<file path="src/rtl/item_entry_pkg.sv">
// Shared types and constants for the keypad item-code entry front-end.
package item_entry_pkg;

  typedef enum logic [1:0] {
    ST_IDLE    = 2'd0,
    ST_WAIT_D1 = 2'd1,
    ST_WAIT_D2 = 2'd2,
    ST_HOLD    = 2'd3
  } entry_state_t;

  localparam int unsigned ITEM_IDX_W             = 5;
  localparam int unsigned TMO_CNT_W              = 4;
  localparam int unsigned DEFAULT_TIMEOUT_CYCLES = 5;
  localparam int unsigned DEFAULT_MAX_ITEM       = 19;
  localparam int unsigned TENS_DIGIT_MIN         = 0;
  localparam int unsigned TENS_DIGIT_MAX         = 1;
  localparam int unsigned UNITS_DIGIT_MAX        = 9;

  // tens is 0 or 1, units 0..9, so the 5-bit result never exceeds 19
  function automatic logic [ITEM_IDX_W-1:0] item_index(input logic       tens,
                                                       input logic [3:0] units);
    logic [ITEM_IDX_W-1:0] base;
    base = tens ? ITEM_IDX_W'(10) : '0;
    return base + {1'b0, units};
  endfunction

endpackage

</file>
<file path="src/rtl/item_code_entry_if.sv">
// Keypad/selection bundle between the card/keypad side and the vending controller.
interface item_code_entry_if
  import item_entry_pkg::*;
#(
  parameter int unsigned CODE_W = 4
);

  logic                  CARD_IN;
  logic                  KEY_PRESS;
  logic [CODE_W-1:0]     ITEM_CODE;
  logic                  ACCEPT;
  logic                  SEL_VALID;
  logic [ITEM_IDX_W-1:0] SEL_ITEM;
  logic                  INVALID_SEL;
  logic                  TIMEOUT;
  logic                  BUSY;

  modport master (
    output CARD_IN, KEY_PRESS, ITEM_CODE, ACCEPT,
    input  SEL_VALID, SEL_ITEM, INVALID_SEL, TIMEOUT, BUSY
  );

  modport slave (
    input  CARD_IN, KEY_PRESS, ITEM_CODE, ACCEPT,
    output SEL_VALID, SEL_ITEM, INVALID_SEL, TIMEOUT, BUSY
  );

endinterface

</file>
<file path="src/rtl/key_edge_detect.sv">
// Rising-edge detector on a level that is already synchronous to clk.
module key_edge_detect (
  input  logic clk_i,
  input  logic rst_ni,
  input  logic level_i,
  output logic rise_o
);

  logic prev_q;
  logic armed_q;

  // armed_q withholds the first post-reset sample, so a level held high
  // through reset is not mistaken for a fresh rising edge
  always_ff @(posedge clk_i or negedge rst_ni) begin
    if (!rst_ni) begin
      prev_q  <= 1'b0;
      armed_q <= 1'b0;
    end else begin
      prev_q  <= level_i;
      armed_q <= 1'b1;
    end
  end

  assign rise_o = level_i & ~prev_q & armed_q;

endmodule

</file>
<file path="src/rtl/item_code_entry.sv">
// Two-digit item-code entry with per-digit timeout and valid/accept hand-off.
module item_code_entry
  import item_entry_pkg::*;
#(
  parameter int unsigned TIMEOUT_CYCLES = DEFAULT_TIMEOUT_CYCLES,
  parameter int unsigned MAX_ITEM       = DEFAULT_MAX_ITEM,
  parameter int unsigned CODE_W         = 4
) (
  input  logic              CLK,
  input  logic              RESET_N,
  item_code_entry_if.slave  bus
);

  entry_state_t          state_q;
  logic [TMO_CNT_W-1:0]  tmo_q;
  logic                  tens_q;
  logic                  sel_valid_q;
  logic [ITEM_IDX_W-1:0] sel_item_q;
  logic                  invalid_q;
  logic                  timeout_q;
  logic                  busy_q;

  logic                  key_rise;
  logic                  card_rise;
  logic [CODE_W-1:0]     digit;
  logic                  digit_is_tens0;
  logic                  digit_is_tens1;
  logic                  digit_is_units;
  logic [ITEM_IDX_W-1:0] item_sum;
  logic                  item_legal;
  logic                  tmo_expire;

  key_edge_detect u_key_edge (
    .clk_i   (CLK),
    .rst_ni  (RESET_N),
    .level_i (bus.KEY_PRESS),
    .rise_o  (key_rise)
  );

  key_edge_detect u_card_edge (
    .clk_i   (CLK),
    .rst_ni  (RESET_N),
    .level_i (bus.CARD_IN),
    .rise_o  (card_rise)
  );

  assign digit          = bus.ITEM_CODE;
  assign digit_is_tens0 = (digit == CODE_W'(TENS_DIGIT_MIN));
  assign digit_is_tens1 = (digit == CODE_W'(TENS_DIGIT_MAX));
  assign digit_is_units = (digit <= CODE_W'(UNITS_DIGIT_MAX));
  assign item_sum       = item_index(tens_q, digit[3:0]);
  assign item_legal     = digit_is_units && (item_sum <= ITEM_IDX_W'(MAX_ITEM));
  assign tmo_expire     = (tmo_q == TMO_CNT_W'(TIMEOUT_CYCLES - 1));

  always_ff @(posedge CLK or negedge RESET_N) begin
    if (!RESET_N) begin
      state_q     <= ST_IDLE;
      tmo_q       <= '0;
      tens_q      <= 1'b0;
      sel_valid_q <= 1'b0;
      sel_item_q  <= '0;
      invalid_q   <= 1'b0;
      timeout_q   <= 1'b0;
      busy_q      <= 1'b0;
    end else begin
      invalid_q <= 1'b0;
      timeout_q <= 1'b0;

      unique case (state_q)
        ST_IDLE: begin
          if (card_rise) begin
            state_q <= ST_WAIT_D1;
            tmo_q   <= '0;
            busy_q  <= 1'b1;
          end
        end

        ST_WAIT_D1: begin
          if (!bus.CARD_IN) begin
            state_q <= ST_IDLE;
            busy_q  <= 1'b0;
          end else if (key_rise) begin
            if (digit_is_tens0 || digit_is_tens1) begin
              tens_q  <= digit_is_tens1;
              state_q <= ST_WAIT_D2;
              tmo_q   <= '0;
            end else begin
              invalid_q <= 1'b1;
              state_q   <= ST_IDLE;
              busy_q    <= 1'b0;
            end
          end else if (tmo_expire) begin
            timeout_q <= 1'b1;
            state_q   <= ST_IDLE;
            busy_q    <= 1'b0;
          end else begin
            tmo_q <= tmo_q + 1'b1;
          end
        end

        ST_WAIT_D2: begin
          if (!bus.CARD_IN) begin
            state_q <= ST_IDLE;
            busy_q  <= 1'b0;
          end else if (key_rise) begin
            if (item_legal) begin
              sel_item_q  <= item_sum;
              sel_valid_q <= 1'b1;
              state_q     <= ST_HOLD;
            end else begin
              invalid_q <= 1'b1;
              state_q   <= ST_IDLE;
              busy_q    <= 1'b0;
            end
          end else if (tmo_expire) begin
            timeout_q <= 1'b1;
            state_q   <= ST_IDLE;
            busy_q    <= 1'b0;
          end else begin
            tmo_q <= tmo_q + 1'b1;
          end
        end

        ST_HOLD: begin
          if (!bus.CARD_IN || bus.ACCEPT) begin
            sel_valid_q <= 1'b0;
            state_q     <= ST_IDLE;
            busy_q      <= 1'b0;
          end
        end

        default: begin
          state_q     <= ST_IDLE;
          sel_valid_q <= 1'b0;
          busy_q      <= 1'b0;
        end
      endcase
    end
  end

  assign bus.SEL_VALID   = sel_valid_q;
  assign bus.SEL_ITEM    = sel_item_q;
  assign bus.INVALID_SEL = invalid_q;
  assign bus.TIMEOUT     = timeout_q;
  assign bus.BUSY        = busy_q;

endmodule

</file>
<file path="src/flat_wrapper.sv">
// flat-port wrapper written by rule: the top's interface ports become plain ports
module item_code_entry_flat import item_entry_pkg::*;
#(
  parameter int unsigned TIMEOUT_CYCLES = DEFAULT_TIMEOUT_CYCLES,
  parameter int unsigned MAX_ITEM       = DEFAULT_MAX_ITEM,
  parameter int unsigned CODE_W         = 4
)
  (CLK, RESET_N, bus_CARD_IN, bus_KEY_PRESS, bus_ITEM_CODE, bus_ACCEPT, bus_SEL_VALID, bus_SEL_ITEM, bus_INVALID_SEL, bus_TIMEOUT, bus_BUSY);
  item_code_entry_if #(.CODE_W(CODE_W)) bus_i ();
  input  logic CLK;
  input  logic RESET_N;
  input wire logic [$bits(bus_i.CARD_IN)-1:0] bus_CARD_IN;
  input wire logic [$bits(bus_i.KEY_PRESS)-1:0] bus_KEY_PRESS;
  input wire logic [$bits(bus_i.ITEM_CODE)-1:0] bus_ITEM_CODE;
  input wire logic [$bits(bus_i.ACCEPT)-1:0] bus_ACCEPT;
  output wire logic [$bits(bus_i.SEL_VALID)-1:0] bus_SEL_VALID;
  output wire logic [$bits(bus_i.SEL_ITEM)-1:0] bus_SEL_ITEM;
  output wire logic [$bits(bus_i.INVALID_SEL)-1:0] bus_INVALID_SEL;
  output wire logic [$bits(bus_i.TIMEOUT)-1:0] bus_TIMEOUT;
  output wire logic [$bits(bus_i.BUSY)-1:0] bus_BUSY;
  assign bus_i.CARD_IN = bus_CARD_IN;
  assign bus_i.KEY_PRESS = bus_KEY_PRESS;
  assign bus_i.ITEM_CODE = bus_ITEM_CODE;
  assign bus_i.ACCEPT = bus_ACCEPT;
  assign bus_SEL_VALID = bus_i.SEL_VALID;
  assign bus_SEL_ITEM = bus_i.SEL_ITEM;
  assign bus_INVALID_SEL = bus_i.INVALID_SEL;
  assign bus_TIMEOUT = bus_i.TIMEOUT;
  assign bus_BUSY = bus_i.BUSY;
  item_code_entry #(.TIMEOUT_CYCLES(TIMEOUT_CYCLES), .MAX_ITEM(MAX_ITEM), .CODE_W(CODE_W)) u_core (.CLK(CLK), .RESET_N(RESET_N), .bus(bus_i));
endmodule
</file>
<file path="config.mk">
export PLATFORM = sky130hd
export DESIGN_NAME = item_code_entry_flat
export DESIGN_NICKNAME = d
export VERILOG_FILES = /design/src/rtl/item_entry_pkg.sv /design/src/rtl/item_code_entry_if.sv /design/src/rtl/key_edge_detect.sv /design/src/rtl/item_code_entry.sv /design/src/flat_wrapper.sv
export SDC_FILE = /design/constraint.sdc
export NUM_CORES = 1
export LEC_CHECK = 0
export ABC_CLOCK_PERIOD_IN_PS = 2400
export BUFFER_PORTS_ARGS = -buffer_cell sky130_fd_sc_hd__buf_2
export CORE_MARGIN = 2
export CORE_UTILIZATION = 30
export CTS_BUF_LIST = sky130_fd_sc_hd__clkbuf_4
export DETAILED_ROUTE_END_ITERATION = 16
export PLACE_DENSITY_LB_ADDON = 0.05
export SLEW_MARGIN = 20
export SYNTH_ARGS = -nofsm -noshare
export SYNTH_HDL_FRONTEND = slang
export SYNTH_HIERARCHICAL = 1
export SYNTH_SLANG_ARGS = --single-unit
export TNS_END_PERCENT = 1
</file>
<file path="constraint.sdc">
create_clock -name CLK -period 2.4 [get_ports CLK]
set_input_delay 0 -clock CLK [delete_from_list [all_inputs] [get_ports CLK]]
set_output_delay 0 -clock CLK [all_outputs]
set_load 0.01 [all_outputs]
</file>
==> impl_metrics.ini <==
[yosys]
syn_area_sq_um = 1210
synthFlopType = dfrtp_1
netlist_instances = 118
seq_area_frac_synth = 0.412
synth.distinct_cells = 41
synth.largest_area_cell = dfrtp_1
synthesis.nets = 136
synth_area_leaders = dfrtp_1 (41%), ha_1 (9.3%), mux2_2 (5.6%), and3b_1 (2.9%), o21ai_0 (2.5%)
synth_seq_cells = 20
avgSynthCellArea_sq_um = 10.3
synth_edf_count = 0
synthArstFlopShare = 1.00
synth_top_area_share = 0.412
synth_warnings = 6

[setup_path]
crit_path_end_kind = flop
crit_path_max_incr_delay_ns = 0.43
worst_ep_required_time_ns = 2.60
critPathKind = reg -> reg
r2r-start = u_core/tens_q
worst_path_max_delay_cell = dfrtp_1
cp-startpoint = u_core/tens_q
cp.buffers_inverters = 0
crit_path_start_kind = flop
crit_path_frequent_cell = ha_1
crit_path_max_fanout = 5
cp_top_family = flip-flops
worstPathCellList = ha_1, ha_1, xor2_1, o21a_1, nor3_4, mux2_2
cp.arrival_ns = 2.23

[placement]
globalplace.congestion = 0.791
io_buffer_count = 17
place_ws_ns = 0.371
hpwl_um = 2230

[floorplan]
ios = 18
die_area_sq_um = 4570
core_sq_um = 3940
die_y_um = 67.6
die_x_um = 67.6
rows = 23
start_util = 0.308

[timing]
slew-limit-headroom = 0.512
hold_viol_final = 0
tightest_slew_ns = 0.721
fin_setup_tns_ns = 0
finalCritPeriodShare = 0.843
setup_viol_count_final = 0
fin_crit_ns = 2.02
max_freq_ghz = 0.494
rsz0062_at_grt = no
maxSlewViolCount = 0
timing.final.ws_setup_ns = 0.377
skew_ns = 0.00677

[clock_network]
insertion_delay_ns = 0.31
post_cts_buffers = 0
tritoncts = done
clockBufferDepth = 2
h-tree-depth = 1
ctsResizeCount = 0
path_clk_slew_ns = 0.12
cts_buffers = 3
clkSinkCount = 20
cts_root_buf = clkbuf_4

[global_routing]
grt_max_degree = 21
grt_overflow_total = 0
grt_pass1_vias = 1080
grt_usage = 0.150
grt_pass1_wl_um = 5030
antenna_found_initial = 0

[layout]
syn_to_final_growth_pct = 17.8
nFillCells = 395
register_area_sq_um = 500
drive_gt1_frac = 0.225
layout_commonest_cell = dfrtp_1
multiInputGateArea_sq_um = 687
antenna_cells = 0
fin_util = 0.363
final_cell_mix = dfrtp_1 (20), buf_2 (17), ha_1 (9)
final_nets = 162

[hold_path]
hold_class = in -> reg
hp-start = bus_ACCEPT

[route]
drtIter0Drc = 75
drtPass1Iterations = 6
antenna_left = 0
wire_per_inst_um = 15.4
finalWirelength_um = 2960
drc = 0
avgViaCountPerCell = 5.38
num_vias = 1033

[power_and_ir_drop]
pwr_density_cell_nw_per_um2 = 794
leakage_nw = 0.662
irDropWorstVdd_uv = 245

[run_status]
status = completed

[job]
cap_violations = 0
==> flip-flops by register name (all words and copies together), names as in the netlist <==
register	cells
u_core/bus.SEL_ITEM	5
u_core/tmo_q	4
u_core/state_q	2
u_core/bus.BUSY	1
u_core/bus.INVALID_SEL	1
u_core/bus.SEL_VALID	1
u_core/bus.TIMEOUT	1
u_core/tens_q	1
u_core/u_card_edge/armed_q	1
u_core/u_card_edge/prev_q	1
u_core/u_key_edge/armed_q	1
u_core/u_key_edge/prev_q	1
==> through the flow <==
| stage | hold WS (ns) | area, sq um | instances | power, mW |
|---|---|---|---|---|
| after global routing | 0.0865 | 1430 | 192 | 1.24 |
| after floorplan | -0.296 | 1210 | 118 | 0.810 |
| after CTS | 0.0322 | 1430 | 192 | 1.14 |
| after detailed placement | -0.00539 | 1370 | 185 | 0.966 |
| final | 0.0405 | 1430 | 192 | 1.14 |
| after global placement | -0.00715 | 1370 | 185 | 0.968 |
==> worst reg2reg max path, delay by kind of cell, from the launching register on <==
kind,cells,cell delay [ns]
compound gates,1,0.23
mux,1,0.37
simple gates,1,0.33
fa+ha+maj,2,0.40
flops,1,0.43
xor+xnor,1,0.17
==> repair_timing <==
| item | 4_1_cts | 5_1_grt |
|---|---|---|
| hold endpoints to repair | 24 | 0 |
| hold buffers | 4 | 0 |
| endpoints found under the setup margin | 0 | 0 |
==> cell type report <==
| class | count | share of cell area |
|---|---|---|
| clock buffer | 3 | 0.0157 |
| inverter | 5 | 0.0131 |
| multi-input combinational | 91 | 0.480 |
| sequential | 20 | 0.350 |
| tap | 50 | 0.0437 |
| timing repair buffer | 23 | 0.0979 |
==> cells by family (layout without fill, tap and decap cells) <==
family / after synthesis / after routing / share of synthesized area
adders and majority gates: 9 / 9 / 0.0927
AOI/OAI and AO/OA: 28 / 28 / 0.171
other: 2 / 2 / 0.00618
DFF: 20 / 20 / 0.412
xor gates and xnor gates: 1 / 1 / 0.00721
buffers and inverters: 7 / 31 / 0.0227
muxes: 8 / 8 / 0.0721
and+or+nand+nor: 43 / 43 / 0.216
==> Yosys cell counts (all sizes together), types with 2 or more instances <==
cell / n
dfrtp: 20
ha: 9
nor2: 7
o21ai: 7
mux2: 6
nand2: 6
inv: 5
a31oi: 4
and3b: 4
nand3: 4
o211ai: 4
nand3b: 3
nand4: 3
nor2b: 3
nor3: 3
and3: 2
clkbuf: 2
conb: 2
mux2i: 2
nand2b: 2
o21a: 2
o2bb2ai: 2
==> where the power goes <==
group	internal [mW]	switching, mW
sequential	0.394	0.0409
clock	0.0587	0.110
combinational	0.224	0.310
==> final timing paths <==
path                                                  to  slack, ns  cells past startpoint
worst max-delay path              u_core/bus.SEL_ITEM[3]       0.38                      6
max in group asynchronous       u_core/u_key_edge/prev_q       1.92                      2
worst max register to register    u_core/bus.SEL_ITEM[3]       0.38                      6
min in group asynchronous                u_core/tmo_q[3]       0.15                      2
worst min-delay path                u_core/bus.SEL_VALID       0.04                      4
worst min register to register    u_core/bus.SEL_ITEM[2]       0.52                      1
==> routing by layer <==
layer | wire length, um | up-vias | GRT usage | share of wire
met4 | 68 | 0 | 0.0791 | 0.023
met3 | 138 | 7 | 0.0300 | 0.047
met5 | 0 | - | 0 | 0
li1 | - | 493 | - | -
met2 | 1420 | 34 | 0.250 | 0.48
met1 | 1340 | 499 | 0.180 | 0.45
No activity file was read; power rests on OpenSTA's default activity.
